## src/rtl/sid_pkg.sv

```systemverilog
// Shared definitions for the SID envelope VCA: default sample width, FSM states and smoothing step.
package sid_pkg;
  localparam int         SAMPLE_W_DEF = 12;
  localparam int         ENV_W        = 8;
  localparam logic [7:0] SMOOTH_STEP  = 8'd16;

  typedef enum logic [1:0] {
    IDLE = 2'd0,
    MUL  = 2'd1,
    OUT  = 2'd2
  } vca_state_t;

  // Slew-limited move of cur toward tgt; lands exactly on tgt when within one step.
  function automatic logic [7:0] smooth_toward(input logic [7:0] cur, input logic [7:0] tgt);
    logic [7:0] diff;
    if (tgt > cur) begin
      diff = tgt - cur;
      return (diff > SMOOTH_STEP) ? cur + SMOOTH_STEP : tgt;
    end else begin
      diff = cur - tgt;
      return (diff > SMOOTH_STEP) ? cur - SMOOTH_STEP : tgt;
    end
  endfunction
endpackage

```

## src/rtl/sid_serial_mult.sv

```systemverilog
// Bit-serial shift-add multiplier: signed sample x unsigned 8-bit envelope, one envelope bit per step, LSB first.
module sid_serial_mult
  import sid_pkg::*;
#(
  parameter int SAMPLE_W = SAMPLE_W_DEF
) (
  input  logic                clk,
  input  logic                rst,
  input  logic                i_load,
  input  logic                i_step,
  input  logic [SAMPLE_W-1:0] i_sample,
  input  logic [ENV_W-1:0]    i_env,
  output logic                o_last,
  output logic [SAMPLE_W-1:0] o_result
);
  localparam int ACC_W = SAMPLE_W + ENV_W;

  logic [SAMPLE_W-1:0]     r_sample;
  logic [ENV_W-1:0]        r_env;
  logic signed [ACC_W-1:0] r_acc;
  logic [2:0]              r_idx;
  logic signed [ACC_W-1:0] w_addend;
  logic signed [ACC_W-1:0] w_acc_next;

  always_comb begin
    w_addend   = $signed({{ENV_W{r_sample[SAMPLE_W-1]}}, r_sample}) <<< r_idx;
    w_acc_next = r_env[r_idx] ? r_acc + w_addend : r_acc;
  end

  assign o_last = (r_idx == 3'd7);
  // Full scale (0xFF) would give s*255/256, so it bypasses to unity gain; else acc >>> 8 truncated.
  assign o_result = (r_env == 8'hFF) ? r_sample : w_acc_next[ENV_W +: SAMPLE_W];

  always_ff @(posedge clk or posedge rst) begin
    if (rst) begin
      r_sample <= '0;
      r_env    <= '0;
      r_acc    <= '0;
      r_idx    <= '0;
    end else if (i_load) begin
      r_sample <= i_sample;
      r_env    <= i_env;
      r_acc    <= '0;
      r_idx    <= '0;
    end else if (i_step) begin
      r_acc    <= w_acc_next;
      r_idx    <= r_idx + 3'd1;
    end
  end
endmodule

```

## src/rtl/sid_envelope_vca.sv

```systemverilog
// SID-style VCA: scales a waveform sample by the ADSR envelope level with a serial multiplier.
// Optional envelope slew limiting when SID_VCA_SMOOTH_EN is defined.
module sid_envelope_vca
  import sid_pkg::*;
#(
  parameter int SAMPLE_W = SAMPLE_W_DEF
) (
  input  logic                clk,
  input  logic                rst,
  input  logic                in_valid,
  output logic                in_ready,
  input  logic [SAMPLE_W-1:0] in_sample,
  input  logic [ENV_W-1:0]    env_value,
  output logic                out_valid,
  input  logic                out_ready,
  output logic [SAMPLE_W-1:0] out_sample
);
  vca_state_t          r_state;
  vca_state_t          w_state_nxt;
  logic                w_accept;
  logic                w_last;
  logic [ENV_W-1:0]    w_env_eff;
  logic [SAMPLE_W-1:0] w_prod;
  logic [SAMPLE_W-1:0] r_out_sample;

  assign w_accept = in_valid && (r_state == IDLE);

`ifdef SID_VCA_SMOOTH_EN
  logic [ENV_W-1:0] r_env_eff;
  assign w_env_eff = smooth_toward(r_env_eff, env_value);

  always_ff @(posedge clk or posedge rst) begin
    if (rst)           r_env_eff <= '0;
    else if (w_accept) r_env_eff <= w_env_eff;
  end
`else
  assign w_env_eff = env_value;
`endif

  always_ff @(posedge clk or posedge rst) begin
    if (rst) r_state <= IDLE;
    else     r_state <= w_state_nxt;
  end

  always_comb begin
    w_state_nxt = r_state;
    case (r_state)
      IDLE:    if (in_valid)  w_state_nxt = MUL;
      MUL:     if (w_last)    w_state_nxt = OUT;
      OUT:     if (out_ready) w_state_nxt = IDLE;
      default:                w_state_nxt = IDLE;
    endcase
  end

  always_comb begin
    in_ready  = (r_state == IDLE);
    out_valid = (r_state == OUT);
  end

  always_ff @(posedge clk or posedge rst) begin
    if (rst)                             r_out_sample <= '0;
    else if ((r_state == MUL) && w_last) r_out_sample <= w_prod;
  end

  assign out_sample = r_out_sample;

  sid_serial_mult #(.SAMPLE_W(SAMPLE_W)) u_mult (
    .clk      (clk),
    .rst      (rst),
    .i_load   (w_accept),
    .i_step   (r_state == MUL),
    .i_sample (in_sample),
    .i_env    (w_env_eff),
    .o_last   (w_last),
    .o_result (w_prod)
  );
endmodule

```

## config.mk

```make
export PLATFORM = sky130hd
export DESIGN_NAME = sid_envelope_vca
export DESIGN_NICKNAME = d
export VERILOG_FILES = /design/src/rtl/sid_pkg.sv /design/src/rtl/sid_serial_mult.sv /design/src/rtl/sid_envelope_vca.sv
export SDC_FILE = /design/constraint.sdc
export NUM_CORES = 1
export LEC_CHECK = 0
export CORE_MARGIN = 3
export CORE_UTILIZATION = 63
export DETAILED_ROUTE_END_ITERATION = 16
export PLACE_DENSITY = 0.93
export REMOVE_ABC_BUFFERS = 1
export SLEW_MARGIN = 10
export SYNTH_ARGS = -nofsm -noshare
export SYNTH_HDL_FRONTEND = slang
export SYNTH_HIERARCHICAL = 1
export SYNTH_SLANG_ARGS = --single-unit
```

## constraint.sdc

```tcl
create_clock -name clk -period 11.1 [get_ports clk]
set_input_delay 2.22 -clock clk [delete_from_list [all_inputs] [get_ports clk]]
set_output_delay 2.22 -clock clk [all_outputs]
set_load 0.005 [all_outputs]
```

# --- Word level (Yosys, flattened, before mapping) ---
# Cells that the tools add are included.
totals:
  register_bits: 57
  latch_bits: 0
  mem_bits_rw: 0
  mem_bits_ro: 0
  input_bits: 24
  out_inout_bits: 14
  mem_count: 0
classes:
  add_sub_neg: 2
  mul: 0
  div_mod_pow: 0
  order_cmp: 1
  n_eq_ne: 7
  shifts: 1
  n_mux: 12
  n_bitwise: 0
  n_reduce_logical: 7
op_table:
  columns: ["op", "n"]
  rows:
  - ["20-bit two-way mux", 3]
  - ["20-bit adder", 1]
  - ["12-bit by 3-bit <<< shifter with 20-bit output", 1]
  - ["12-bit two-way mux", 1]
  - ["8-bit equality test, second input constant", 1]
  - ["2-bit two-way mux", 3]
  - ["3-bit two-way mux", 2]
  - ["2-bit one-hot mux with 3 select lines", 1]
  - ["3-bit by 4-bit < comparator with 1-bit output, second input constant", 1]
  - ["2-bit != test, second input constant", 2]
  - ["2-bit nonzero test", 2]
  - ["3-bit by 1-bit adder with 3-bit output, second input constant", 1]
  - ["1-bit binary-select mux with 3-bit select", 1]
  - ["3-bit equality test, second input constant", 1]
  - ["3-bit AND reduction", 1]
  - ["2-bit by 1-bit equality test with 1-bit output, second input constant", 1]
  - ["2-bit equality test, second input constant", 1]
  - ["1-bit logical AND", 2]
  - ["2-bit logical NOT", 1]
  - ["2-bit by 1-bit != test with 1-bit output, second input constant", 1]
  - ["2-bit AND reduction", 1]
  - ["1-bit two-way mux", 1]

# --- Longest topological paths before layout ---
# Gate-level depths: netlist of run 1.
logic_depth:
  ltp_word: 5
  mapped_depth: 15

# --- Hierarchy ---
# The synthesis of run 1 kept the hierarchy.
by_module_without_submodules:
  columns: ["module", "instances", "cells_each", "area_each_um2", "seq_area_each_um2"]
  rows:
  - ["sid_serial_mult", 1, 420, 3667.3, 1076.0]
  - ["sid_envelope_vca", 1, 38, 604.3, 350.3]

# --- Worst setup path after synthesis of run 1 ---
# Ideal clock, no wire load.
synth_timing:
  path_kind: "register -> register"
  from: "register u_mult.r_idx[1]"
  to: "register r_out_sample[10] (netlist: out_sample[10])"
  setup_time_ns: 0.125
  arrival_time_ns: 3.463
  required_ns: 10.975
  path_slack_ns: 7.512
  stages_incl_launch_ff: 14
  cell_sequence: "dfrtp_1 -> buf_1 -> mux2_2 -> o21ai_0 -> mux2i_1 -> ha_1 -> buf_2 -> nand3_1 -> nor3b_1 -> o21ai_0 -> a32o_1 -> nor3b_1 -> or3_1 -> mux2_4"
synth_via:
  elab_chain_cells: 4
  elab_cells_between_ends: 8
synth_lines:
  columns: ["item", "line_no", "text"]
  rows:
  - ["start: declaration", "sid_serial_mult.sv:21", "logic [2:0] r_idx;"]
  - ["start signal: assignment", "sid_serial_mult.sv:47", "r_idx <= r_idx + 3'd1;"]
  - ["12-bit by 3-bit <<< shifter with 20-bit output / 1-bit binary-select mux with 3-bit select (equally long branches)", "sid_serial_mult.sv:26, sid_serial_mult.sv:27", null]
  - ["20-bit adder / 1-bit two-way mux (equally long branches)", "sid_serial_mult.sv:27", "w_acc_next = r_env[r_idx] ? r_acc + w_addend : r_acc;"]
  - ["20-bit two-way mux (*)", "sid_serial_mult.sv:27", null]
  - ["12-bit two-way mux (*)", "sid_serial_mult.sv:32", "assign o_result = (r_env == 8'hFF) ? r_sample : w_acc_next[ENV_W +: SAMPLE_W];"]
  - ["net w_prod[10]", "sid_envelope_vca.sv:23", "logic [SAMPLE_W-1:0] w_prod;"]
  - ["end signal: assignment", "sid_envelope_vca.sv:62", "else if ((r_state == MUL) && w_last) r_out_sample <= w_prod;"]
  - ["end: declaration", "sid_envelope_vca.sv:24", "logic [SAMPLE_W-1:0] r_out_sample;"]
# Mark *: on every way through the listed nets, which the timed path passes. The rest lies on a longest branch. The select of a mux whose other input is x is not followed.
# A chain may end at the register's enable or synchronous reset.

# --- Worst setup path after layout of run 1 ---
layout_timing:
  from: "register u_mult.r_idx[1]"
  to: "register r_out_sample[11] (netlist: out_sample[11])"
# Same word-level chain as after synthesis.

==> results of run 1 <==
placed cells by master, fill, tap and decap left out, drive strengths merged, types with 4 or more instances in the layout:
cell type       n
nor3b           6
nand2b          5
mux2           38
nand3b          8
nand2          53
o211ai          4
o31ai           5
xnor2           9
or3             7
and2            6
nand4           4
nor2           20
a31o            4
clkbuf          9
inv            10
nand3          16
a22oi           4
a21oi          33
dfrtp          57
nor4            4
mux2i          13
ha             21
a21o            7
clkdlybuf4s50  37
clkinv          5
nor3           14
o21ai          25
a211oi          5
cells in the mapped netlist (3+ instances only):
| master | number |
|---|---|
| o21ai_0 | 25 |
| clkbuf_1 | 12 |
| o211ai_1 | 3 |
| a21o_1 | 7 |
| buf_2 | 6 |
| mux2i_1 | 13 |
| dfrtp_1 | 57 |
| nand2b_1 | 5 |
| a2111oi_0 | 3 |
| a21oi_1 | 32 |
| nand4_1 | 4 |
| ha_1 | 21 |
| a211oi_2 | 3 |
| buf_4 | 3 |
| mux2_4 | 9 |
| o21a_1 | 3 |
| o31ai_1 | 4 |
| nor4_1 | 3 |
| nor3b_1 | 6 |
| xnor2_1 | 9 |
| o22ai_1 | 3 |
| a31o_2 | 4 |
| nor2_1 | 20 |
| inv_1 | 10 |
| a22o_1 | 3 |
| nand3_1 | 16 |
| and2_1 | 6 |
| o21bai_1 | 3 |
| buf_1 | 4 |
| nand3b_1 | 7 |
| a22oi_1 | 4 |
| nand2_1 | 52 |
| nor3_1 | 14 |
| mux2_2 | 29 |
| or3_1 | 7 |
cell type report:
type / count / share of cell area [%]
inverter: 11 / 0.850
clock inverter: 7 / 1.96
multi-input combinational: 364 / 55.2
clock buffer: 9 / 2.55
timing repair buffer: 40 / 8.09
sequential: 57 / 29.4
tap: 77 / 1.98
cell families (layout without fill, tap and decap cells):
family | after synthesis | after routing | synth area share, %
and+or+nand+nor | 155 | 155 | 18.9
AOI/OAI and AO/OA | 123 | 123 | 20.1
DFF | 57 | 57 | 33.4
muxes | 53 | 53 | 14.9
buffers and inverters | 37 | 67 | 3.87
adders and majority gates | 22 | 22 | 6.62
xor gates and xnor gates | 11 | 11 | 2.26
layer usage:
layer / vias up / track usage, % / share of wire (%) / wire length [um]
met2: 223 / 47.5 / 47 / 5090
met5: - / 0 / 0 / 0
met3: 34 / 5.40 / 9.2 / 1010
li1: 1770 / - / - / -
met1: 1829 / 41.0 / 41 / 4520
met4: 0 / 13.2 / 2.8 / 303
flip-flops by register name (all words and copies together), names as in the netlist:
register / count
u_mult/r_acc: 20
u_mult/r_idx: 3
u_mult/r_sample: 12
r_state: 2
out_sample: 12
u_mult/r_env: 8
how the worst max path moves through the flow:
stage	start	to	slack, ns	cells past startpoint
final	u_mult/r_idx[1]	out_sample[11]	7.01	11
after global routing	u_mult/r_idx[0]	out_sample[10]	6.70	11
after CTS	u_mult/r_idx[1]	out_sample[11]	7.07	11
after detailed placement	in_valid	u_mult/r_acc[19]	6.96	8
after global placement	in_valid	u_mult/r_acc[19]	7.02	8
after floorplan	in_valid	u_mult/r_acc[19]	7.00	6
worst register-to-register path, delay by kind of cell (launching register included):
kind / cells / cell delay, ns
buffers and inverters: 1 / 0.16
AOI/OAI and AO/OA: 6 / 1.59
adders and majority gates: 1 / 0.40
and+or+nand+nor: 1 / 0.34
DFF: 1 / 0.90
muxes: 2 / 0.65
metrics by stage:
step | area, um^2 | hold slack [ns] | std cells | worst slack (ns)
global route | 4860 | 0.527 | 565 | 6.70
global placement | 4640 | 0.489 | 549 | 7.02
CTS | 4860 | 0.510 | 565 | 7.07
finish | 4860 | 0.504 | 565 | 7.01
floorplan | 4150 | 0.462 | 432 | 7.00
detailed placement | 4640 | 0.495 | 549 | 6.96
==> flow_metrics.env, run 1 <==
export IMPL_outcome="complete, no violations"
export IMPL_worstSetupStartpointType="flip-flop"
export IMPL_globalRoute_totalOverflow=0
export IMPL_cts_tree="built"
export IMPL_worst_r2r_startpoint="u_mult/r_idx[1]"
export IMPL_final_min_clock_period_ns=4.09
export IMPL_r2r_end="out_sample[11]"
export IMPL_reg2regPathDepth=11
export IMPL_clk_root_buffer_cell="clkbuf_8"
export IMPL_insertedDiodeCount=0
export IMPL_cpPeakStageDelay_ns=0.90
export IMPL_route_final_wire_length_mm=10.9
export IMPL_timing_slew_headroom_pct=20.1
export IMPL_maxSlewViolCount=0
export IMPL_grt_pass1_vias=3670
export IMPL_critPathArrivalTime_ns=4.38
export IMPL_mappedNetlistArea_um2=4270
export IMPL_postSynthRegisterBits=57
export IMPL_timing_hold_worst_start="out_sample[6]"
export IMPL_min_path_type="flip-flop to flip-flop"
export IMPL_worst_path_buf_inv=1
export IMPL_yosys_warnings=6
export IMPL_areaGrowthSynthToFinish_pct=13.7
export IMPL_clock_insertion_delay_worst_skew_ns=0.35
export IMPL_dieWidth_um=88.3
export IMPL_synth_seq_area_share_pct=33.4
export IMPL_clock_tree_buffer_depth=2
export IMPL_vias_per_cell=6.82
export IMPL_rows=29
export IMPL_clock_pin_slew_of_the_registers_on_the_worst_case_setup_and_hold_paths_ns=0.07
export IMPL_grt_start_max_net_pins=56
export IMPL_final_seq_area_um2=1430
export IMPL_cts_made_buffers=9
export IMPL_path_cells="mux2_2, o211ai_1, o21ai_0, ha_1, a21oi_2, o21bai_1, a221oi_2, inv_1, o2111ai_1, nor4bb_1, mux2_4"
export IMPL_whs_endpoint="out_sample[6]"
export IMPL_die_area_um2=7800
export IMPL_clkSinkCount=57
export IMPL_dieHeight_um=88.3
export IMPL_timing_critical_path_slowest_stage_cell="dfrtp_1"
export IMPL_area_contributors_post_synth="dfrtp_1 (33%), mux2_2 (7.6%), ha_1 (6.2%)"
export IMPL_floorplan_io_pins=38
export IMPL_cts_hold_fix_buffers=0
export IMPL_postSynthCellCount=458
export IMPL_syn_area_per_cell_um2=9.33
export IMPL_critical_path_top_delay_family="compound AO/OA/AOI/OAI gates"
export IMPL_worstSetupPathType="flip-flop to flip-flop"
export IMPL_dr_total_vias=3856
export IMPL_initial_core_util_pct=66.1
export IMPL_global_route_wire_length_before_repair_mm=18.1
export IMPL_final_min_period_over_clock_period_pct=36.9
export IMPL_worst_r2r_setup_slack_ns=7.01
export IMPL_htree_num_levels=3
export IMPL_max_cap_violations=0
export IMPL_fraction_of_registers_with_async_set_or_reset_after_synthesis_pct=100
export IMPL_fillCellCount=473
export IMPL_firstDrtPassIters=6
export IMPL_unrepaired_setup_endpoints_after_global_routing="false"
export IMPL_postSynth_topFlopCell="dfrtp_1"
export IMPL_number_of_enable_type_register_cells_in_the_synthesized_netlist=0
export IMPL_worstHoldPathCells=1
export IMPL_path_max_fanout=23
export IMPL_netlist_cell_types=72
export IMPL_achievable_frequency_mhz=244
export IMPL_tns_ns=0
export IMPL_nets=529
export IMPL_timing_clock_skew_ns=0.00792
export IMPL_critical_path_endpoint_type="flip-flop"
export IMPL_drive_gt1_share_pct=15.8
export IMPL_gp_congestion=1.05
export IMPL_setup_viol=0
export IMPL_multi_input_area_um2=2680
export IMPL_postCtsSetupRepairBufs=0
export IMPL_slew_at_the_pin_closest_to_its_max_slew_limit_ns=1.19
export IMPL_groute_usage_overall_pct=30.2
export IMPL_floorplan_core_area_um2=6460
export IMPL_place_port_buffers=37
export IMPL_required_ns=11.39
export IMPL_post_dp_hpwl_mm=7.82
export IMPL_detail_route_drc_violations=0
export IMPL_yosysTopAreaCellShare_pct=33.4
export IMPL_timing_hold_violations_final=0
export IMPL_detail_route_wl_per_cell_um=19.3
export IMPL_drt_initial_drc_count=444
export IMPL_grt_antenna_before_repair=0
export IMPL_netlist_top_cell_by_area="dfrtp_1"
export IMPL_final_core_util_pct=75.2
export IMPL_number_of_instances_resized_during_post_cts_repair=0
export IMPL_detail_route_antenna_nets=0
Power of run 1 is not shown: default switching activity piles up to over one toggle a cycle in this logic, so the estimate is an artifact.
==> run 2: changes to the inputs <==
- CORE_UTILIZATION: 63 -> 59
- PLACE_DENSITY: 0.93 -> 0.88
- clock period: 11.1 -> 3.92 ns (I/O delays scaled with it)
==> run 2 against run 1 <==
Effect of this change:
- non-clock buffer count up 8
- maximum frequency is 8.1% higher
- via count grew 1.6%
- global-route usage fell by 2.5 points
- sequential cell count unchanged
- first-iteration DRC count shrank 5.2%
- count of clock-buffer cells in the layout grew 1
- utilization decreased by 3.8 points
- sequential share of layout area down 0.43 points
- critical endpoint is now out_sample[10]
==> flow_metrics.env, run 2 (synthesis results as in run 1) <==
export IMPL_outcome="complete, no violations"
export IMPL_insertedDiodeCount=0
export IMPL_floorplan_core_area_um2=6910
export IMPL_required_ns=4.15
export IMPL_worst_path_buf_inv=1
export IMPL_timing_slew_headroom_pct=21.5
export IMPL_clock_tree_buffer_depth=2
export IMPL_route_final_wire_length_mm=11.4
export IMPL_postCtsSetupRepairBufs=0
export IMPL_detail_route_antenna_nets=0
export IMPL_grt_antenna_before_repair=0
export IMPL_dieHeight_um=91.1
export IMPL_max_cap_violations=0
export IMPL_timing_hold_violations_final=0
export IMPL_critical_path_endpoint_type="flip-flop"
export IMPL_vias_per_cell=6.62
export IMPL_gp_congestion=1.01
export IMPL_setup_viol=0
export IMPL_worstSetupStartpointType="flip-flop"
export IMPL_drive_gt1_share_pct=17.1
export IMPL_globalRoute_totalOverflow=0
export IMPL_htree_num_levels=3
export IMPL_worstSetupPathType="flip-flop to flip-flop"
export IMPL_cpMostUsedCell="o21ai_0"
export IMPL_unrepaired_setup_endpoints_after_global_routing="false"
export IMPL_die_area_um2=8300
export IMPL_timing_critical_path_slowest_stage_cell="dfrtp_2"
export IMPL_timing_clock_skew_ns=0.0103
export IMPL_place_port_buffers=37
export IMPL_clk_root_buffer_cell="clkbuf_8"
export IMPL_maxSlewViolCount=0
export IMPL_grt_start_max_net_pins=44
export IMPL_achievable_frequency_mhz=264
export IMPL_firstDrtPassIters=5
export IMPL_nets=537
export IMPL_drt_initial_drc_count=421
export IMPL_groute_usage_overall_pct=27.7
export IMPL_critPathArrivalTime_ns=4.02
export IMPL_min_path_type="flip-flop to flip-flop"
export IMPL_post_dp_hpwl_mm=8.49
export IMPL_global_route_wire_length_before_repair_mm=18.5
export IMPL_number_of_flip_flops_under_the_largest_register_name=20
export IMPL_grt_pass1_vias=3724
export IMPL_rows=30
export IMPL_top_library_cells_by_usage_in_the_layout_fill_and_taps_aside="dfrtp_1 (56), nand2_1 (52), clkdlybuf4s50_1 (37)"
export IMPL_worst_r2r_setup_slack_ns=0.13
export IMPL_floorplan_io_pins=38
export IMPL_detail_route_wl_per_cell_um=19.3
export IMPL_most_common_cell_after_layout_fill_and_taps_aside="dfrtp_1"
export IMPL_path_cells="mux2_2, o21ai_0, o21ai_0, ha_1, inv_1, nor3b_1, o21ai_0, a32o_1, nor3b_1, or3_1, mux2_4"
export IMPL_slew_at_the_pin_closest_to_its_max_slew_limit_ns=1.17
export IMPL_registers_top_by_ff_count="u_mult/r_acc"
export IMPL_initial_core_util_pct=61.8
export IMPL_final_min_clock_period_ns=3.79
export IMPL_cpPeakStageDelay_ns=0.57
export IMPL_clock_insertion_delay_worst_skew_ns=0.34
export IMPL_path_max_fanout=16
export IMPL_cts_tree="built"
export IMPL_clkSinkCount=57
export IMPL_areaGrowthSynthToFinish_pct=15.5
export IMPL_detail_route_drc_violations=0
export IMPL_tns_ns=0
export IMPL_critical_path_top_delay_family="compound AO/OA/AOI/OAI gates"
export IMPL_clock_pin_slew_of_the_registers_on_the_worst_case_setup_and_hold_paths_ns=0.07
export IMPL_dieWidth_um=91.1
export IMPL_dr_total_vias=3919
export IMPL_final_min_period_over_clock_period_pct=96.6
export IMPL_cts_made_buffers=9
[run 2: cell types whose count changed in the layout (fill, tap and decap cells not counted), sizes merged]
cell    delta
buf        +8
clkinv     -1
clkbuf     +1
[run 2: worst reg2reg max path, stage by stage (launching register included)]
cell and delay, ns:
dfrtp_2 0.57, mux2_2 0.40, o21ai_0 0.28, o21ai_0 0.18, ha_1 0.42, inv_1 0.11, nor3b_1 0.43, o21ai_0 0.19
a32o_1 0.31, nor3b_1 0.14, or3_1 0.37, mux2_4 0.27
[run 2: path summary, 6_finish.rpt]
kind                                  from               to  cells past startpoint
setup / recovery           u_mult/r_idx[1]   out_sample[10]                     11
hold / removal                  r_state[1]       r_state[0]                      1
setup reg to reg           u_mult/r_idx[1]   out_sample[10]                     11
hold reg to reg                 r_state[1]       r_state[0]                      1
max in group asynchronous              rst  u_mult/r_idx[1]                      3
min in group asynchronous              rst    out_sample[9]                      2
[run 2: stage by stage]
step	instance area, um^2	util, %	setup WS (ns)	cells	hold WS, ns
final	4930	71.4	0.133	592	0.506
after global routing	4930	71.4	0.0884	592	0.535
after CTS	4930	71.4	0.0779	592	0.516
after detailed placement	4720	68.4	0.115	576	0.503
after global placement	4720	68.4	0.225	576	0.489
after floorplan	4150	-	0.352	432	0.462
[run 2: what timing repair did]
item                       CTS  global route
hold buffers                 0             0
setup endpoints to repair    0             3
resized for setup            0             1
[run 2: metal layers]
metal | share of wire (%) | global-route usage (%)
met4 | 2.9 | 11.2
met2 | 45 | 43.0
met3 | 8.5 | 4.81
met5 | 0 | 0
met1 | 43 | 38.3
[run 2: cell type report]
| class | count | area (um^2) |
|---|---|---|
| inverters | 11 | 41.3 |
| clock inverters | 6 | 82.6 |
| multi-input cells | 364 | 2680 |
| repair buffers | 48 | 453 |
| well taps | 96 | 120 |
| fillers | 542 | 1970 |
| flip-flops and latches | 57 | 1430 |
| clock buffers | 10 | 128 |
Power of run 2 is left out for the same reason.
